File: config.mk
export PLATFORM = sky130hd
export DESIGN_NAME = food_spawner
export DESIGN_NICKNAME = d
export VERILOG_FILES = /design/src/rtl/food_spawner.sv
export SDC_FILE = /design/constraint.sdc
export NUM_CORES = 1
export LEC_CHECK = 0
export CELL_PAD_IN_SITES_DETAIL_PLACEMENT = 0
export CELL_PAD_IN_SITES_GLOBAL_PLACEMENT = 1
export CORE_AREA = 2 2 333 335
export DETAILED_ROUTE_END_ITERATION = 12
export DIE_AREA = 0 0 335 337
export PLACE_DENSITY_LB_ADDON = 0.1
export SYNTH_ARGS = -nofsm -noshare
export SYNTH_HDL_FRONTEND = slang
export SYNTH_SLANG_ARGS = --single-unit
File: constraint.sdc
create_clock -name clk -period 4.8 [get_ports clk]
set_input_delay 0.96 -clock clk [delete_from_list [all_inputs] [get_ports clk]]
set_output_delay 0.96 -clock clk [all_outputs]
set_load 0.1 [all_outputs]
File: src/rtl/food_spawner.sv
// Food placer for the snake board: draws cells from a free-running LFSR and
// accepts the first on-board cell that no live snake segment occupies.
module food_spawner #(
  parameter int          MAX_LEN  = 64,
  parameter int          POS_BITS = 13,
  parameter int          GRID_W   = 100,
  parameter int          GRID_H   = 75,
  parameter logic [15:0] SEED     = 16'hACE1
) (
  input  logic                         clk,
  input  logic                         rst_n,
  input  logic                         food_eaten,
  input  logic                         move_tick,
  input  logic                         restart,
  input  logic [POS_BITS*MAX_LEN-1:0]  snake_body_flat,
  input  logic [6:0]                   snake_length,
  output logic [POS_BITS-1:0]          food_pos,
  output logic                         food_valid,
  output logic                         busy
);

  localparam int unsigned CELLS = GRID_W * GRID_H;
  localparam int          SEL_W = (MAX_LEN > 1) ? $clog2(MAX_LEN) : 1;
  localparam logic [6:0]  MAX_L = 7'(MAX_LEN);

  typedef enum logic [1:0] {DRAW, SCAN, READY} state_t;

  state_t                             state, state_nx;
  logic [15:0]                        lfsr;
  logic [POS_BITS-1:0]                cand, cand_nx, seg;
  logic [6:0]                         idx, idx_nx, len_eff;
  logic [MAX_LEN-1:0][POS_BITS-1:0]   body;
  logic                               draw_ok, accept, valid_clr;

  assign body    = snake_body_flat;
  assign len_eff = (snake_length > MAX_L) ? MAX_L : snake_length;
  assign draw_ok = 32'(lfsr[POS_BITS-1:0]) < 32'(CELLS);
  // idx only reaches MAX_LEN on the accept cycle, where seg is not used
  assign seg     = body[idx[SEL_W-1:0]];
  assign busy    = (state != READY);

  always_ff @(posedge clk or negedge rst_n) begin
    if (!rst_n) lfsr <= SEED;
    else        lfsr <= {1'b0, lfsr[15:1]} ^ (lfsr[0] ? 16'hB400 : 16'h0000);
  end

  always_comb begin
    state_nx  = state;
    cand_nx   = cand;
    idx_nx    = idx;
    accept    = 1'b0;
    valid_clr = 1'b0;
    if (restart) begin
      state_nx  = DRAW;
      idx_nx    = '0;
      valid_clr = 1'b1;
    end else begin
      case (state)
        DRAW: begin
          if (draw_ok) begin
            cand_nx  = lfsr[POS_BITS-1:0];
            idx_nx   = '0;
            state_nx = SCAN;
          end
        end
        SCAN: begin
          // body moved under us: rescan the same candidate from the head
          if (move_tick)            idx_nx = '0;
          else if (idx >= len_eff) begin
            accept   = 1'b1;
            state_nx = READY;
          end
          else if (seg == cand)     state_nx = DRAW;
          else                      idx_nx = idx + 7'd1;
        end
        READY: begin
          if (food_eaten) begin
            state_nx  = DRAW;
            valid_clr = 1'b1;
          end
        end
        default: state_nx = DRAW;
      endcase
    end
  end

  always_ff @(posedge clk or negedge rst_n) begin
    if (!rst_n) begin
      state      <= DRAW;
      cand       <= '0;
      idx        <= '0;
      food_pos   <= '0;
      food_valid <= 1'b0;
    end else begin
      state <= state_nx;
      cand  <= cand_nx;
      idx   <= idx_nx;
      if (valid_clr) food_valid <= 1'b0;
      else if (accept) begin
        food_pos   <= cand;
        food_valid <= 1'b1;
      end
    end
  end

endmodule

Word level (Yosys, flattened, before mapping)

Index checks and enable logic that the tools add are counted.

Add/sub/neg operators: 1
Eq/ne operators: 10
Order comparisons: 4
Mux-type cells: 26
Reduce and logical (&&, ||, !) cells: 7
Bitwise logic cells: 3

Operators by type and width:

| kind                                                                          | count |
|---|---|
| 13-bit binary-select mux with 6-bit select                                    | 1 |
| 7-bit two-way mux                                                             | 6 |
| 16-bit two-way mux                                                            | 1 |
| 15-bit by 16-bit bitwise XOR with 16-bit output                               | 1 |
| 7-bit one-hot mux with 2 select lines                                         | 1 |
| 13-bit == test                                                                | 1 |
| 13-bit less-than comparator (second input constant)                           | 1 |
| 13-bit two-way mux                                                            | 1 |
| 2-bit two-way mux                                                             | 6 |
| 4-bit inequality test (second input constant)                                 | 3 |
| 1-bit two-way mux                                                             | 9 |
| 3-bit inequality test (second input constant)                                 | 3 |
| 4-bit AND reduction                                                           | 2 |
| 7-bit by 1-bit adder with 7-bit output (second input constant)                | 1 |
| 7-bit greater-or-equal comparator                                             | 1 |
| 7-bit > comparator (second input constant)                                    | 1 |
| 6-bit by 7-bit less-than comparator with 1-bit output (second input constant) | 1 |
| 2-bit one-hot mux with 3 select lines                                         | 1 |
| 3-bit AND reduction                                                           | 1 |
| 3-bit nonzero test                                                            | 1 |
| 2-bit by 1-bit == test with 1-bit output (second input constant)              | 1 |
| 2-bit == test (second input constant)                                         | 1 |
| 2-bit zero test                                                               | 1 |
| 2-bit inequality test (second input constant)                                 | 1 |
| other kinds (3)                                                               | 4 |

Word-level logic and storage cells: 57
Input bits: 844
Register bits after elaboration: 52
Output and inout bits: 15

Logic depth before layout (Yosys ltp)

Word-level depth: 9
Depth in mapped cells: 18
Gate-level depth less buffers: 12

Worst setup path after synthesis

Ideal clock, no wire load.

Kind: flip-flop to flip-flop
Start point: register idx[0]
End point: register food_pos[10]
Buffers on the path: 6
Setup time: 126 ps
Setup slack: 822 ps
Data required time: 4674 ps
Clock period less this slack: 3978 ps
Arrival: 3852 ps
Stages on the path, launching flop included: 18
Path through: dfrtp_1 buf_6 buf_8 buf_4 clkinv_1 buf_1 ha_1 nand2b_1 a21o_1 a21o_1 a21o_1 a21o_1 a21o_1 a21oi_1 nand2b_1 clkbuf_1 clkbuf_1 mux2_2

Word-level cells in the longest chain between the ends: 6

RTL lines:

| what                                 | RTL line | RTL |
|---|---|---|
| from (decl)                          | 31       | `logic [6:0] idx, idx_nx, len_eff;` |
| from (signal assigned)               | 97       | `idx <= idx_nx;` |
| 7-bit greater-or-equal comparator    | 69       | `else if (idx >= len_eff) begin` |
| 1-bit two-way mux                    | 69       |  |
| 1-bit two-way mux                    | 68       | `if (move_tick) idx_nx = '0;` |
| 1-bit two-way mux                    | 58       | `case (state)` |
| 1-bit two-way mux                    | 53       | `if (restart) begin` |
| 2-bit AND reduction (no source line) | --       |  |
| to (signal assigned)                 | 100      | `food_pos <= cand;` |
| to (decl)                            | 17       | `output logic [POS_BITS-1:0] food_pos,` |

Every way passes these cells.
A chain may end at the register's enable or synchronous reset.

Worst setup path after layout

Start point: register idx[0]
End point: register idx[0]

Word-level cells in the longest chain between the ends: 6
Elaborated cells between the ends (all ways): 13
Classes of those cells: add/sub: 1; order compare: 1; eq/ne: 3; mux: 7; reduce/logical: 1

RTL lines:

| what |
|---|
| parallel branches: the longest is 6 deep, another holds 13-bit binary-select mux with 6-bit select |

Parallel ways; which one is timed is not known. The select of a mux whose other input is x is not followed.

==> flow_results.xml <==
<?xml version="1.0" encoding="UTF-8"?>
<metrics>
  <group name="global_routing">
    <metric name="grt_overflow_total" unit="">0</metric>
    <metric name="first_pass_grt_wire_length" unit="microns">122000</metric>
    <metric name="global_route.usage.met2" unit="">0.303</metric>
    <metric name="global_route.peak_usage_layer" unit="">met2</metric>
    <metric name="gr-usage-met3" unit="">0.0399</metric>
    <metric name="antenna_found_initial" unit="">30</metric>
    <metric name="total_routing_usage_gr" unit="">0.160</metric>
    <metric name="largest_net_degree_at_the_start_of_global_routing" unit="">62</metric>
    <metric name="global_route.usage.met1" unit="">0.187</metric>
    <metric name="first_global_vias" unit="">13200</metric>
  </group>
  <group name="critical_path">
    <metric name="setup.worst_path.class" unit="">reg2reg</metric>
    <metric name="crit_required" unit="ns">5.04</metric>
    <metric name="timing.critical_path.to_type" unit="">flip-flop</metric>
    <metric name="timing.critical_path.buf_inv" unit="">4</metric>
    <metric name="timing.critical_path.fanout_max" unit="">15</metric>
    <metric name="crit_family" unit="">multiplexers</metric>
    <metric name="cpPeakStageDelay" unit="ns">0.68</metric>
    <metric name="worst-endpoint-arrival" unit="ns">4.80</metric>
    <metric name="path_common_cell" unit="">buf_4</metric>
    <metric name="cp_launch_type" unit="">flip-flop</metric>
    <metric name="sequence_of_cells_on_the_critical_path" unit="">buf_12 &gt; buf_4 &gt; mux4_2 &gt; mux2i_1 &gt; a221oi_1 &gt; xor2_1 &gt; o32ai_1 &gt; buf_4 &gt; nand4_1 &gt; or4_4 &gt; buf_4 &gt; o21ai_1 &gt; mux2_2</metric>
    <metric name="cpMaxStageDelayCell" unit="">dfrtp_4</metric>
  </group>
  <group name="clock_network">
    <metric name="clock_latency" unit="ns">0.30</metric>
    <metric name="clkSlewWorstSetupHoldPaths" unit="ns">0.08</metric>
    <metric name="cts_num_sinks" unit="">52</metric>
    <metric name="ctsLongestPathBuffers" unit="">2</metric>
    <metric name="numCtsBuffers" unit="">5</metric>
    <metric name="htree_num_levels" unit="">2</metric>
    <metric name="clock_tree_from_tritoncts" unit="">built</metric>
    <metric name="cts-root-buf" unit="">clkbuf_16</metric>
  </group>
  <group name="detailed_routing">
    <metric name="route.vias.total" unit="">11700</metric>
    <metric name="ant_nets" unit="">0</metric>
    <metric name="dr.pass1.iters" unit="">6</metric>
    <metric name="detail_route.drc_violations" unit="">0</metric>
    <metric name="first_iter_violations" unit="">414</metric>
    <metric name="route.final.wire_length" unit="microns">94200</metric>
    <metric name="post_drt_wl_per_cell" unit="microns">30.1</metric>
    <metric name="avgViaCountPerCell" unit="">3.73</metric>
  </group>
  <group name="floorplanning">
    <metric name="core_area" unit="sq um">110000</metric>
    <metric name="ios" unit="">859</metric>
    <metric name="die_width" unit="microns">335</metric>
    <metric name="placementRows" unit="">122</metric>
    <metric name="floorplan.initialDensity" unit="">0.0848</metric>
    <metric name="floorplan.die.height" unit="microns">337</metric>
    <metric name="die_area" unit="sq um">113000</metric>
  </group>
  <group name="power">
    <metric name="worst_ir_drop_vdd" unit="mV">0.117</metric>
    <metric name="p_clk_frac" unit="">0.184</metric>
    <metric name="power" unit="uW">2050</metric>
    <metric name="power.density_cell_area" unit="nW/um^2">101</metric>
    <metric name="share_comb_of_total_power" unit="">0.598</metric>
    <metric name="seq_power_share" unit="">0.218</metric>
    <metric name="power.share.switching" unit="">0.277</metric>
    <metric name="p_leak" unit="uW">0.00683</metric>
    <metric name="power_switching" unit="uW">566</metric>
    <metric name="internal_power" unit="uW">1480</metric>
  </group>
  <group name="timing">
    <metric name="setup_tns" unit="ns">0</metric>
    <metric name="final.min_clock_period" unit="ns">4.55</metric>
    <metric name="setup_viol" unit="">0</metric>
    <metric name="fin_worst_skew" unit="ns">0.0103</metric>
    <metric name="rsz0062_at_grt" unit="">false</metric>
    <metric name="final.setup.worst_slack" unit="ns">0.246</metric>
    <metric name="fin_crit_sh" unit="">0.949</metric>
    <metric name="final-hold-violation-count" unit="">0</metric>
    <metric name="slew_violations" unit="">0</metric>
    <metric name="timing_worst_slew_pin_value" unit="ns">1.06</metric>
    <metric name="fmax" unit="MHz">220</metric>
    <metric name="slew_headroom" unit="">0.291</metric>
  </group>
  <group name="synth">
    <metric name="share_of_flip_flops_with_an_asynchronous_set_or_reset_after_synthesis" unit="">1.00</metric>
    <metric name="post-synth-top-area-cell" unit="">mux4_2</metric>
    <metric name="mappedNetlistArea" unit="sq um">9300</metric>
    <metric name="count_of_distinct_cell_types_in_the_synthesized_netlist" unit="">72</metric>
    <metric name="synth_cells" unit="">828</metric>
    <metric name="most_frequently_used_flop_master_after_synthesis" unit="">dfrtp_1</metric>
    <metric name="syn_nets" unit="">1680</metric>
    <metric name="synth_area_per_cell" unit="sq um">11.2</metric>
    <metric name="seq_area_frac_synth" unit="">0.141</metric>
    <metric name="synth.yosys.warnings" unit="">0</metric>
    <metric name="synth-edff-count" unit="">0</metric>
    <metric name="synth-seq-cells" unit="">52</metric>
    <metric name="synth_top_cells_by_area" unit="">mux4_2 (35%), mux2i_1 (15%), dfrtp_1 (12%)</metric>
    <metric name="synth_most_common_cell" unit="">mux4_2</metric>
    <metric name="ys_top_cells_by_count" unit="">mux4_2 (146), mux2i_1 (135), a22oi_1 (61)</metric>
    <metric name="synth_top_area_share" unit="">0.354</metric>
  </group>
  <group name="layout">
    <metric name="finish.cell_count_without_fillers" unit="">3132</metric>
    <metric name="syn_to_final_growth" unit="%">118</metric>
    <metric name="area.sequential" unit="sq um">1330</metric>
    <metric name="finalNetCount" unit="">2544</metric>
    <metric name="number_of_filler_cells_placed_in_the_layout" unit="">12100</metric>
    <metric name="multi_input_area" unit="sq um">7550</metric>
    <metric name="layout-drive-gt1-share" unit="">0.181</metric>
  </group>
  <group name="placement">
    <metric name="routabilityCongestion" unit="">0.964</metric>
    <metric name="pre_cts_setup_slack" unit="ns">-0.308</metric>
    <metric name="dp.final_hpwl" unit="microns">82800</metric>
    <metric name="post_placement_cell_count" unit="">3110</metric>
    <metric name="buffer_ports.inserted" unit="">858</metric>
  </group>
  <group name="min_path">
    <metric name="hold_class" unit="">reg2reg</metric>
  </group>
  <group name="job">
    <metric name="timing.max_cap.violations" unit="">0</metric>
  </group>
  <group name="status">
    <metric name="outcome" unit="">finished, final reports clean</metric>
  </group>
</metrics>
==> path summary, 6_finish.rpt <==
| kind | from | end | slack (ns) | depth (start not counted) |
|---|---|---|---|---|
| min in group asynchronous | rst_n | food_pos[9] | 0.81 | 2 |
| setup reg to reg | idx[0] | idx[0] | 0.25 | 13 |
| max in group asynchronous | rst_n | idx[2] | 3.42 | 2 |
| hold / removal | lfsr[7] | lfsr[6] | 0.38 | 0 |
| hold reg to reg | lfsr[7] | lfsr[6] | 0.38 | 0 |
| setup / recovery | idx[0] | idx[0] | 0.25 | 13 |
==> cells in the final DEF, fill, tap and decap left out, types with 9 or more instances in the layout <==
cell type	instances
clkdlybuf4s50_1	857
mux4_2	146
mux2i_1	133
buf_4	74
a22oi_1	61
nand2_1	58
dfrtp_1	38
mux2_2	30
nand3_1	21
a21oi_1	20
nor2_1	17
o22ai_1	15
diode_2	13
o21ai_0	13
xor2_1	11
buf_12	11
mux4_1	9
==> cells by family after synthesis <==
kind of cell | count (synthesis) | synth area share
simple gates | 166 | 0.0901
mux | 320 | 0.561
fa+ha+maj | 8 | 0.0108
compound gates | 174 | 0.134
xor+xnor | 14 | 0.0132
flops | 52 | 0.141
buf+inv | 94 | 0.0505
==> flip-flops by register name (all words and copies together) (netlist names) <==
register and flops:
lfsr 16, state 2, food_pos 13, cand 13, food_valid 1, idx 7
==> per-layer routing <==
metal	wire [microns]	up-vias
met2	49500	547
met5	132	-
met4	491	20
met3	6810	49
li1	-	5218
met1	37300	5855
==> power by group through the flow <==
stage                     clock network, uW  registers, uW  logic [uW]
after floorplan                           0            450         323
after global placement                    0            457        1240
after detailed placement                  0            457        1240
after CTS                               393            447        1250
after global routing                    410            447        1300
final                                   376            446        1220
==> metrics by stage <==
stage               instance area, sq um  hold WS [ns]  utilization
detailed placement                 20000         0.367        0.183
finish                             20300         0.379        0.185
global placement                   20000         0.364        0.183
floorplan                           9300         0.351            -
global route                       20200         0.392        0.185
CTS                                20200         0.383        0.185
==> final cells by class <==
| cell class | count | area share |
|---|---|---|
| sequential | 52 | 0.0655 |
| multi-input combinational | 682 | 0.373 |
| timing repair buffer | 944 | 0.463 |
| clock inverter | 3 | 0.00130 |
| antenna | 13 | 0.00161 |
| inverter | 7 | 0.00130 |
| clock buffer | 5 | 0.00618 |
| tap | 1426 | 0.0881 |
==> timing repair <==
action,4_1_cts,5_1_grt
setup endpoints to repair,4,5
gates resized for setup,2,1
buffers inserted,1,0
hold endpoints to repair,0,0
hold buffers,0,0
No activity file was read; power rests on OpenSTA's default activity.
